<file path="config.mk">
export PLATFORM = sky130hd
export DESIGN_NAME = mem_port_arbiter
export DESIGN_NICKNAME = d
export VERILOG_FILES = /design/src/rtl/mem_port_arbiter.sv
export SDC_FILE = /design/constraint.sdc
export NUM_CORES = 1
export LEC_CHECK = 0
export CAP_MARGIN = 20
export CORE_AREA = 10 10 116 118
export DETAILED_ROUTE_END_ITERATION = 7
export DIE_AREA = 0 0 126 128
export GPL_TIMING_DRIVEN = 0
export HOLD_SLACK_MARGIN = 0.03
export PLACE_DENSITY = 0.72
export SETUP_SLACK_MARGIN = 0.05
export SYNTH_ARGS = -nofsm -noshare
export SYNTH_HDL_FRONTEND = slang
export SYNTH_SLANG_ARGS = --single-unit
export TNS_END_PERCENT = 1
</file>
<file path="constraint.sdc">
create_clock -name clk -period 4.15 [get_ports clk]
set_clock_uncertainty 0.2 [all_clocks]
set_input_delay 0.83 -clock clk [delete_from_list [all_inputs] [get_ports clk]]
set_output_delay 0.83 -clock clk [all_outputs]
set_load 0.01 [all_outputs]
</file>
<file path="src/rtl/mem_port_arbiter.sv">
// Two-master round-robin arbiter sharing one req/gnt/rvalid memory port.
// An in-order FIFO of master IDs routes each response back to its issuer.
module mem_port_arbiter #(
    parameter int ADDR_WIDTH  = 32,
    parameter int DATA_WIDTH  = 32,
    parameter int OUTSTANDING = 2
) (
    input  logic                    clk,
    input  logic                    rst_n,
    input  logic                    m0_req_i,
    input  logic [ADDR_WIDTH-1:0]   m0_addr_i,
    input  logic                    m0_we_i,
    input  logic [DATA_WIDTH/8-1:0] m0_be_i,
    input  logic [DATA_WIDTH-1:0]   m0_wdata_i,
    output logic                    m0_gnt_o,
    output logic                    m0_rvalid_o,
    output logic [DATA_WIDTH-1:0]   m0_rdata_o,
    output logic                    m0_error_o,
    input  logic                    m1_req_i,
    input  logic [ADDR_WIDTH-1:0]   m1_addr_i,
    input  logic                    m1_we_i,
    input  logic [DATA_WIDTH/8-1:0] m1_be_i,
    input  logic [DATA_WIDTH-1:0]   m1_wdata_i,
    output logic                    m1_gnt_o,
    output logic                    m1_rvalid_o,
    output logic [DATA_WIDTH-1:0]   m1_rdata_o,
    output logic                    m1_error_o,
    output logic                    mem_req_o,
    output logic [ADDR_WIDTH-1:0]   mem_addr_o,
    output logic                    mem_we_o,
    output logic [DATA_WIDTH/8-1:0] mem_be_o,
    output logic [DATA_WIDTH-1:0]   mem_wdata_o,
    input  logic                    mem_gnt_i,
    input  logic                    mem_rvalid_i,
    input  logic [DATA_WIDTH-1:0]   mem_rdata_i,
    input  logic                    mem_error_i,
    output logic                    spurious_o
);

    localparam int PTR_W = (OUTSTANDING > 1) ? $clog2(OUTSTANDING) : 1;
    localparam int CNT_W = $clog2(OUTSTANDING + 1);
    localparam logic [PTR_W-1:0] PTR_LAST = PTR_W'(OUTSTANDING - 1);
    localparam logic [CNT_W-1:0] CNT_MAX  = CNT_W'(OUTSTANDING);

    logic               prio_r;
    logic               lock_v_r;
    logic               lock_id_r;
    logic               spurious_r;
    logic [CNT_W-1:0]   count_r;
    logic [PTR_W-1:0]   wr_ptr_r;
    logic [PTR_W-1:0]   rd_ptr_r;
    logic               fifo_r [OUTSTANDING];

    logic sel_s;
    logic sel_req_s;
    logic space_s;
    logic req_s;
    logic push_s;
    logic pop_s;
    logic head_s;

    function automatic logic [PTR_W-1:0] ptr_next(input logic [PTR_W-1:0] p);
        return (p == PTR_LAST) ? {PTR_W{1'b0}} : p + PTR_W'(1);
    endfunction

    // Master selection and downstream space; a stalled request stays locked to its master
    always_comb begin
        sel_s = prio_r;
        if (lock_v_r) begin
            sel_s = lock_id_r;
        end else if (m0_req_i && !m1_req_i) begin
            sel_s = 1'b0;
        end else if (m1_req_i && !m0_req_i) begin
            sel_s = 1'b1;
        end else begin
            sel_s = prio_r;
        end
        sel_req_s = sel_s ? m1_req_i : m0_req_i;
        space_s   = (count_r < CNT_MAX) || (mem_rvalid_i && (count_r != {CNT_W{1'b0}}));
        req_s     = space_s && sel_req_s;
        push_s    = req_s && mem_gnt_i;
        pop_s     = mem_rvalid_i && (count_r != {CNT_W{1'b0}});
        head_s    = fifo_r[rd_ptr_r];
    end

    // Request field mux, zeroed whenever no request is forwarded
    always_comb begin
        mem_addr_o  = {ADDR_WIDTH{1'b0}};
        mem_we_o    = 1'b0;
        mem_be_o    = {(DATA_WIDTH/8){1'b0}};
        mem_wdata_o = {DATA_WIDTH{1'b0}};
        if (req_s) begin
            mem_addr_o  = sel_s ? m1_addr_i  : m0_addr_i;
            mem_we_o    = sel_s ? m1_we_i    : m0_we_i;
            mem_be_o    = sel_s ? m1_be_i    : m0_be_i;
            mem_wdata_o = sel_s ? m1_wdata_i : m0_wdata_i;
        end else begin
            mem_addr_o  = {ADDR_WIDTH{1'b0}};
        end
    end

    assign mem_req_o   = req_s;
    assign m0_gnt_o    = push_s && !sel_s;
    assign m1_gnt_o    = push_s && sel_s;
    assign m0_rvalid_o = pop_s && !head_s;
    assign m1_rvalid_o = pop_s && head_s;
    assign m0_error_o  = mem_error_i && m0_rvalid_o;
    assign m1_error_o  = mem_error_i && m1_rvalid_o;
    assign m0_rdata_o  = mem_rdata_i;
    assign m1_rdata_o  = mem_rdata_i;
    assign spurious_o  = spurious_r;

    // ID FIFO storage, pointers and occupancy count
    always_ff @(posedge clk) begin
        if (!rst_n) begin
            count_r  <= {CNT_W{1'b0}};
            wr_ptr_r <= {PTR_W{1'b0}};
            rd_ptr_r <= {PTR_W{1'b0}};
            for (int i = 0; i < OUTSTANDING; i++) begin
                fifo_r[i] <= 1'b0;
            end
        end else begin
            if (push_s) begin
                fifo_r[wr_ptr_r] <= sel_s;
                wr_ptr_r         <= ptr_next(wr_ptr_r);
            end
            if (pop_s) begin
                rd_ptr_r <= ptr_next(rd_ptr_r);
            end
            case ({push_s, pop_s})
                2'b10:   count_r <= count_r + CNT_W'(1);
                2'b01:   count_r <= count_r - CNT_W'(1);
                default: count_r <= count_r;
            endcase
        end
    end

    // Round-robin pointer, stall lock and sticky spurious-response flag
    always_ff @(posedge clk) begin
        if (!rst_n) begin
            prio_r     <= 1'b0;
            lock_v_r   <= 1'b0;
            lock_id_r  <= 1'b0;
            spurious_r <= 1'b0;
        end else begin
            if (push_s) begin
                prio_r   <= !sel_s;
                lock_v_r <= 1'b0;
            end else if (req_s) begin
                lock_v_r  <= 1'b1;
                lock_id_r <= sel_s;
            end else begin
                lock_v_r <= lock_v_r;
            end
            if (mem_rvalid_i && (count_r == {CNT_W{1'b0}})) begin
                spurious_r <= 1'b1;
            end else begin
                spurious_r <= spurious_r;
            end
        end
    end

endmodule

</file>
==> Word level (Yosys, flattened, before mapping) <==
Memories as Yosys holds them, arrays and structs flattened. A register that Yosys moved wholly into a read port is not among the register bits.
Cells that the tools add are included.
{ "word_totals": {"regBits": 8, "ram_bits": 2, "elab_cells": 64, "memories": 1} }
{ "mem_list": {"columns": ["memory", "words", "width", "read_ports", "rd_clocked_by_memory_dff", "write_ports", "line_no", "source"], "rows": [
  ["fifo_r", 2, 1, 1, 1, 2, "52", "logic fifo_r [OUTSTANDING];"]
]} }
{ "classes": {"n_addsub": 4, "order_cmp": 1, "eq_ne": 2, "n_mux": 24, "bitwise": 2, "n_reduce_logical": 23} }
{ "op_table": {"columns": ["cell", "n"], "rows": [
  ["32-bit two-way mux", 4],
  ["1-bit two-way mux", 17],
  ["1-bit logical AND", 12],
  ["4-bit two-way mux", 2],
  ["1-bit zero test", 4],
  ["2-bit case mux with 2 select lines", 1],
  ["2-bit nonzero test", 2],
  ["1-bit adder, second input constant", 2],
  ["2-bit by 1-bit adder with 2-bit output, second input constant", 1],
  ["2-bit by 1-bit equality test with 1-bit output, second input constant", 1],
  ["2-bit equality test, second input constant", 1],
  ["2-bit zero test", 1],
  ["2-bit < comparator, second input constant", 1],
  ["1-bit inverter", 2],
  ["2-bit AND reduction", 1],
  ["2-bit OR reduction", 1],
  ["2-bit by 1-bit subtractor with 2-bit output, second input constant", 1],
  ["1-bit logical OR", 1],
  ["1-bit OR reduction", 1]
]} }

==> Depth between registers and ports, before layout <==
Gate-level depths: netlist of the first run.
{ "depth": {"word_depth": 13, "depth_mapped": 9} }

==> Least setup slack after synthesis of the first run <==
OpenSTA, ideal clock, no wires.
{ "synth_timing": {"path_type": "input-to-output", "from": "in m0_req_i", "to": "out mem_addr_o[28]", "arrival_time_ns": 2.108, "path_slack_ns": 1.012, "path_stages": 5, "n_path_buf": 1, "cell_sequence": "a21boi_1 > o31ai_2 > buf_6 > nand2_1 > a21oi_1"} }
{ "synth_between": {"elab_chain_len": 8, "word_cells_on_any_way": 10} }
{ "synth_rtl": {"columns": ["element", "line_no", "source"], "rows": [
  ["start: declaration", "10", "input logic m0_req_i,"],
  ["1-bit zero test", "73", "end else if (m1_req_i && !m0_req_i) begin"],
  ["1-bit logical AND", "73", null],
  ["1-bit two-way mux", "73", null],
  ["1-bit two-way mux", "71", "end else if (m0_req_i && !m1_req_i) begin"],
  ["1-bit two-way mux", "69", "if (lock_v_r) begin"],
  ["1-bit two-way mux", "78", "sel_req_s = sel_s ? m1_req_i : m0_req_i;"],
  ["1-bit logical AND", "80", "req_s = space_s && sel_req_s;"],
  ["32-bit two-way mux *", "92", "if (req_s) begin"],
  ["end: declaration", "29", "output logic [ADDR_WIDTH-1:0] mem_addr_o,"]
]} }
Every way passes the cells marked *; elsewhere a longest branch is shown, timed or not.

==> Worst setup path after layout of the first run <==
{ "layout_timing": {"from": "in m1_req_i", "to": "out mem_wdata_o[7]"} }
{ "layout_between": {"elab_chain_len": 7, "word_cells_on_any_way": 10} }
{ "layout_rtl": {"columns": ["element", "line_no", "source"], "rows": [
  ["start: declaration", "19", "input logic m1_req_i,"],
  ["1-bit logical AND / 1-bit zero test (equally long branches)", "73, 71", null],
  ["1-bit two-way mux / 1-bit logical AND (equally long branches)", "73, 71", null],
  ["1-bit two-way mux", "71", null],
  ["1-bit two-way mux", "69", null],
  ["1-bit two-way mux", "78", null],
  ["1-bit logical AND", "80", null],
  ["32-bit two-way mux *", "92", null],
  ["end: declaration", "32", "output logic [DATA_WIDTH-1:0] mem_wdata_o,"]
]} }
Marked as above.

==> flow_results.org, run 1 <==
** Run status
- The flow ran to the end, and the final reports show no timing, DRC or antenna violations.

** Setup path
- Worst Setup Start Kind :: input port
- Depth of the most critical reg-to-reg path :: 8
- Critical path's largest stage delay :: 0.59 ns
- Crit path arrival time :: 3.00 ns
- Worst Setup Path Type :: input port to primary output
- Sequence of cells on the critical path :: clkdlybuf4s50_1, mux2i_1, a211o_1, buf_6, clkbuf_1, a21oi_1, clkdlybuf4s50_1
- For this design, the slowest cell found on the critical path is clkdlybuf4s50_1.
- In this run the critical register-to-register path is captured at count_r[1].
- Crit. End Element :: primary output
- The worst register-to-register path has a setup slack of 1.94 ns.
- In this run the worst path has a maximum fanout of 10.
- Crit path top cell by count :: clkdlybuf4s50_1
- Source of the worst register-to-register timing path :: lock_id_r
- Required time of the critical path :: 3.12 ns

** Global routing
- Global Route met3 Usage :: 6.452%
- Wire length of the first global-routing pass :: 20950 um
- Met1 demand-to-capacity share in global routing :: between 15 and 20%
- Global routing used 15.88% of the available tracks across all layers.
- The initial antenna violation count is 1.
- GRT busiest layer :: met2
- Entering global routing, the biggest net connects 11 pins.
- Summed over all layers, the global routing overflow is 0.
- Via count of the first global-routing pass :: 3598
- Global routing consumed, on the met2 layer, 29.47% of the routing resources.

** Routing
- DRC :: 0
- Once detail routing completed, the nets flagged for antenna violations numbered 0.
- Total wire length after detailed routing :: 14170 um
- Routed wire length per instance :: 17.87 um
- Initial DRC Count :: 169
- The first detailed-routing pass took 4 iterations.
- Detailed routing inserted a total of about 3300 vias.
- Mean number of vias per cell :: 4.203

** Pwr
- Total power draw :: around 1.4 mW
- Leakage power total :: 2.200 nW
- IR analysis of the VDD net gives a maximum drop of 0.1486 mV.
- Power density over cell area :: 275.1 nW/um^2

** Yosys
- After synthesis the netlist holds a flip-flop and latch count of 11.
- Post-synth net total :: ~540
- Summing every instance area after synthesis gives 2023 sq um.
- Cell count after synthesis :: ~360
- Synth warn :: 0
- Cell variety after synth :: 27
- Post-synthesis sequential area ratio :: 10.88%
- Avg Cell Area, Syn :: between 5 and 6 sq um

** Hold path
- Hold Path Origin :: spurious_o
- The worst hold path passes through 2 cells.
- The tightest min-delay check is of the register to register type.
- For hold timing, the worst endpoint is spurious_o.

** Clocking
- After clock tree synthesis, the flow added hold-fix buffers numbering 0.
- The longest clock path from root to sink contains 2 buffers.
- CTS buffer count :: 3
- H-tree levels :: 1
- CTS saw 11 sinks.
- Clock Tree Root :: clkbuf_16
- After clock tree synthesis, the clock-pin slew on the worst setup and hold paths is 0.04 ns.
- Skew-Pair Late Insertion Delay :: 0.24 ns
- TritonCTS clock tree :: built

** Finish
- 0 antenna diodes ended up in the layout.
- Leaving out filler cells and counting taps, the final layout contains 793.
- Area added between synthesis and finish :: 157.8%
- Most frequent cells in the layout :: clkdlybuf4s50_1 (284), nand2_1 (140), a21oi_1 (71)
- Leaving out fill and tap cells, the most frequent cell in the layout is clkdlybuf4s50_1.
- Of the cells placed in the final design, the portion with a size suffix greater than 1 is 14.92%.
- Final cell area excluding filler cells :: roughly 5200 sq um
- For this run, the post-layout net count is a little over 800.

** STA
- Post-route clock period utilization :: 97.02%
- The worst pin sits at a relative slew slack of 67.22%.
- The number of hold violations in the final report was 0.
- Slew of the pin with the lowest slew margin :: 0.4866 ns
- Setup repair after global routing could not meet its margin everywhere.
- Shortest clock period the worst path allows after layout :: 4.027 ns
- For this run, the top clock speed supported by timing is between 200 and 250 MHz.
- The total count of max-transition violations in the final report came to 0.
- Setup violations remaining at the end of the flow were counted as 0.

** Job
- Max_cap viols :: 0

** Die
- Die Wd :: 126 um
- The core region is 11220 sq um.
- Number of core rows :: 39
- During I/O placement, the number of pins put on the boundary was approximately 320.
- The die covers roughly 16000 sq um.
- Once the floorplan was initialized, standard cells occupied 18.03% of the core.
- The die is 128 um tall.

** Placement
- HPWL after detailed placement :: 12240 um
- The number of placed instances, taps included, is between 700 and 800.
- In this run the cell area measured after placement is approximately 5000 sq um.
- The congestion estimate from routability-driven global placement came to around 0.83.
- The count of buffers added on input and output ports is 285.
-- stage by stage --
step                util (%)  hold WS, ns  setup WS (ns)  setup TNS (ns)
CTS                    46.23       0.2659        0.04543               0
detailed placement     45.14       0.2552        -0.4163          -22.21
global placement       45.04       0.2566        -0.6312          -37.26
global route           46.47       0.2950       0.003760               0
finish                 46.47       0.2682         0.1235               0
floorplan                  -       0.2531          1.012               0
-- cells by family (layout without fill, tap and decap cells) --
| logic type | after synthesis | in the layout | share of synthesized area (%) |
|---|---|---|---|
| multiplexers | 2 | 2 | 0.9895 |
| XOR/XNOR | 4 | 4 | 1.732 |
| AND/OR/NAND/NOR | 162 | 162 | 31.66 |
| AO/OA/AOI/OAI | 84 | 85 | 22.02 |
| buffers and inverters | 93 | 385 | 32.10 |
| adder cells (fa/ha/maj) | 1 | 1 | 0.6183 |
| flip-flops | 11 | 11 | 10.88 |
-- per-layer routing --
metal | share of wire [%] | up-vias
met5 | 0.092 | -
met4 | 0.39 | 2
met3 | 11 | 6
met2 | 51 | 178
met1 | 37 | 1475
li1 | - | 1672
-- registers in the layout, indices dropped and copies added, names as in the netlist, named ones only --
register    count
count_r         2
fifo_r          2
lock_id_r       1
lock_v_r        1
prio_r          1
rd_ptr_r        1
spurious_o      1
wr_ptr_r        1
-- where the power goes --
part | switching, mW | internal [mW] | leakage, nW | total [mW]
clock network | 0.0464 | 0.129 | 0.0382 | 0.175
registers | 0.0238 | 0.132 | 0.0905 | 0.156
logic | 0.490 | 0.613 | 2.07 | 1.10
-- cell type report --
class	count	area [sq um]
Fill cell	1118	6008
Timing Repair Buffer	289	2885
Multi-Input combinational cell	254	1194
Buffer	87	639.4
Sequential cell	11	220.2
Tap cell	143	178.9
Clock buffer	4	78.83
Inverter	5	18.77
-- repair_timing --
item,in CTS,in global routing
buffers inserted,2,1
gates cloned,1,0
endpoints found under the setup margin,71,55
resized for setup,12,10
pin swaps,2,1
-- cells in the mapped netlist --
master    number  area (sq um)
nand2_1      140         525.5
a21oi_1       73         365.4
buf_4         64         480.5
clkbuf_1      16         60.06
nor2_1        13         48.80
dfxtp_1       11         220.2
buf_6          8         90.09
inv_1          4         15.01
o21ai_0        4         20.02
xor2_1         3         26.28
mux2i_1        2         20.02
nand3_1        2         10.01
nor2b_1        2         12.51
or3_1          2         12.51
a211o_1        1         8.760
a21boi_1       1         7.510
a311oi_1       1         8.760
a31oi_1        1         6.260
and3_1         1         6.260
ha_1           1         12.51
inv_2          1         3.750
nor2_8         1         20.02
nor3_1         1         5.000
o31a_1         1         8.760
o31ai_1        1         7.510
o31ai_2        1         12.51
xnor2_1        1         8.760
-- worst max path at each step --
stage | from | depth (start not counted) | to
2_1_floorplan | m0_req_i | 5 | mem_addr_o[28]
3_3_place_gp | m1_req_i | 7 | mem_wdata_o[28]
3_5_place_dp | m0_req_i | 8 | mem_wdata_o[28]
4_1_cts | m1_req_i | 7 | mem_addr_o[4]
5_1_grt | m1_req_i | 7 | mem_wdata_o[21]
6_report | m1_req_i | 7 | mem_wdata_o[7]
-- critical path: cells and delay by family --
| family | cells | cell delay [ns] |
|---|---|---|
| AO/OA/AOI/OAI | 2 | 0.52 |
| buffers and inverters | 4 | 1.55 |
| multiplexers | 1 | 0.10 |
No activity file was read; power rests on OpenSTA's default activity.
==> run 2: changes to the inputs <==
GPL_TIMING_DRIVEN = not set   (was 0)
HOLD_SLACK_MARGIN = 0.02   (was 0.03)
==> run 2 against run 1 <==
  * Fmax shrank 0.11%
  * Worst hold slack gained 0.0054 ns
  * Combinational power shrank 14%
  * Sequential share of layout area increased by 1.2 points
  * Non-clock buffer count down 147
  * First-iteration DRC count grew 13%
  * Sequential power is essentially flat
  * Setup slack worse by 0.0044 ns
  * Critical endpoint is now mem_addr_o[20]
  * Largest cell class unchanged
==> flow_results.org, run 2 (synthesis results as in run 1) <==
** Hold path
- The tightest min-delay check is of the register to register type.

** Clocking
- The clock insertion delay at the later pin of the skew report is 0.24 ns (about the same).
- In this run the clock root is driven by a clkbuf_16.
- # clock sinks :: 11 (unchanged)
- Post-CTS repair timing setup buffer count :: 0 (-2)
- CTS buffer count :: 3 (unchanged)
- The clock input transition at the sequential cells of the worst setup and hold paths came to 0.04 ns (about the same).
- The H-tree depth came to 1 (unchanged).
- The number of hold buffers added after cts came to 0 (unchanged).
- Bufs on Longest Clock Path :: 2 (unchanged)
- TritonCTS built the clock tree.

** STA
- Setup repair after global routing could not meet its margin everywhere.
- Setup violators final :: 0 (unchanged)
- The worst slack on hold paths is 0.2736 ns (+0.005399 ns).
- Total count of max-transition violations in the final report :: 0 (unchanged)
- The final clock period utilization by the worst path is 97.13% (+0.11 points).
- Shortest clock period the worst path allows after layout :: 4.031 ns (+0.004389 ns)
- Total Negative Setup Slacks :: 0 ns (unchanged)
- The number of hold violations in the final report was 0 (unchanged).
- The highest clock rate is 248.1 MHz (-0.11%).
- Final worst setup slack :: 0.1191 ns (-0.004389 ns)
- The relative slew slack is 68.92% (+1.7 points).
- Slew of the pin with the lowest slew margin :: 0.4613 ns (-0.02526 ns)

** Die
- I/O Pins :: 318 (unchanged)
- Number of core rows :: 39 (unchanged)
- Starting density of the core :: 18.03% (unchanged)
- The floorplan core area is 11220 sq um (unchanged).
- The floorplan die width came to 126 um (unchanged).
- The die height was 128 um (unchanged).
- Total die area :: 16130 sq um (unchanged)

** Setup path
- Critical path's largest stage delay :: 0.59 ns (about the same)
- For this design, the slowest cell found on the critical path is clkdlybuf4s50_1.
- Top Family by Delay on Critical Path :: buffers and inverters
- The most numerous cell type found on the critical path is clkdlybuf4s50_1.
- CP Buf/Inv Count :: 3 (-1)
- The critical path data arrival time is 3.00 ns (about the same).
- Worst Setup Path Type :: input port to primary output
- The largest fanout on the critical path is 25 (+15).
- Crit. End Element :: primary output
- The endpoint required time on the critical path came to 3.12 ns (about the same).
- Worst Setup Start Kind :: input port
- Sequence of cells on the critical path :: clkdlybuf4s50_1, a21boi_2, o31a_2, buf_12, nand2_1, a21oi_1, clkdlybuf4s50_1

** Routing
- Detailed-router iteration count before antenna repair :: 6 (+2)
- Total wire length after detailed routing :: 11700 um (-17%)
- Routed wire length per instance :: 18.13 um (+1.5%)
- DRC :: 0 (unchanged)
- The via count came to 2855 (-14%).
- Detail Route Antenna Nets :: 0 (unchanged)
- Mean number of vias per cell :: 4.426 (+5.3%)
- Initial DRC Count :: 191 (+13%)

** Pwr
- Total power draw :: 1.283 mW (-11%)
- The areal power density over the cells is 318.7 nW/um^2 (+16%).
- The worst supply voltage drop on vdd came to 0.1597 mV (+7.4%).
- The leakage power is 1.599 nW (-27%).

** Finish
- Antenna fix cells :: 0 (unchanged)
- The core occupancy in the finished layout was 35.86% (-11 points).
- FF/Latch Area :: 220.2 sq um (unchanged)
- In the final layout, the registers with the most flip-flops are count_r x2, fifo_r x2.
- Most frequent cells in the layout :: clkdlybuf4s50_1 (220), nand2_1 (140), a21oi_1 (73)
- Layout cells sized above 1 :: 3.386% (-12 points)
- Multi-input combinational cell area :: 1169 sq um (-2.1%)
- Fillers :: 1201 (+7.4%)
- Area added between synthesis and finish :: 98.95%
- The library cell used most frequently in the layout, excluding fill and tap cells, is clkdlybuf4s50_1.
- Final net count :: 681 (-18%)

** Run status
- The run finished with clean final reports.

** Global routing
- Pin count of the biggest net entering global routing :: 51 (+40)
- The via count of the first global-routing pass was 2863 (-20%).
- Overflow left after global routing :: 0 (unchanged)
- The first-pass GRT wire length was 15970 um (-24%).
- The all-layer global routing usage is 12.11% (-3.8 points).
- The initial antenna violation count is 1 (unchanged).

** Placement
- The worst slack at placement was -0.001928 ns (+0.4143 ns).
- Number of I/O port buffers :: 221 (-22%)
- Routability cong. :: 0.7783 (-5.7%)
- HPWL after detailed placement :: 9246 um (-24%)

** Job
- Max_cap viols :: 0 (unchanged)
## run 2: cell count changes in the layout (fill, tap and decap cells not counted), sizes merged
cell,previous run,this run
buf,77,6
dlymetal6s2s,0,1
dlygate4sd2,1,0
o31a,2,1
clkdlybuf4s50,284,220
clkbuf,18,6
## run 2: final cells by class
class	count	area share, %
repair buffers	229	58.63
multi-input cells	253	29.03
inverters	5	0.4663
clock buffers	4	1.958
well taps	143	4.445
flip-flops and latches	11	5.471
## run 2: through the flow
stage               area, sq um  std cells
finish                     4025        645
global route               4025        645
CTS                        3973        643
detailed placement         3890        639
global placement           3890        639
floorplan                  2023        357
## run 2: layer usage
metal	wire length, um	vias to the layer above	global-route usage, %
li1	-	1370	-
met1	4343	1239	12.93
met2	5407	202	19.36
met3	1537	42	6.658
met4	394	2	5.358
met5	13	-	0
## run 2: final timing paths
check,start,to,slack (ns),cells after the start
max,m0_req_i,mem_addr_o[20],0.12,7
min,spurious_o,spurious_o,0.27,2
max reg2reg,lock_id_r,count_r[1],1.72,8
min reg2reg,spurious_o,spurious_o,0.27,2
## run 2: power by group
part           internal (mW)  total [mW]  switching, mW
clock network          0.129       0.176         0.0474
registers              0.132       0.155         0.0231
logic                  0.516       0.951          0.435
total                  0.777        1.28          0.506
## run 2: worst register-to-register path: stages (launching register included)
cell     delay (ns)
dfxtp_1        0.38
mux2i_1        0.11
a211o_2        0.35
buf_4          0.23
nor2_8         0.13
inv_2          0.09
ha_1           0.33
or3_1          0.37
a21oi_1        0.16
## run 2: timing repair
action | CTS | global route
gates resized for setup | 1 | 1
gates cloned | 0 | 2
setup endpoints to repair | 2 | 3
endpoints found under the hold margin | 0 | 0
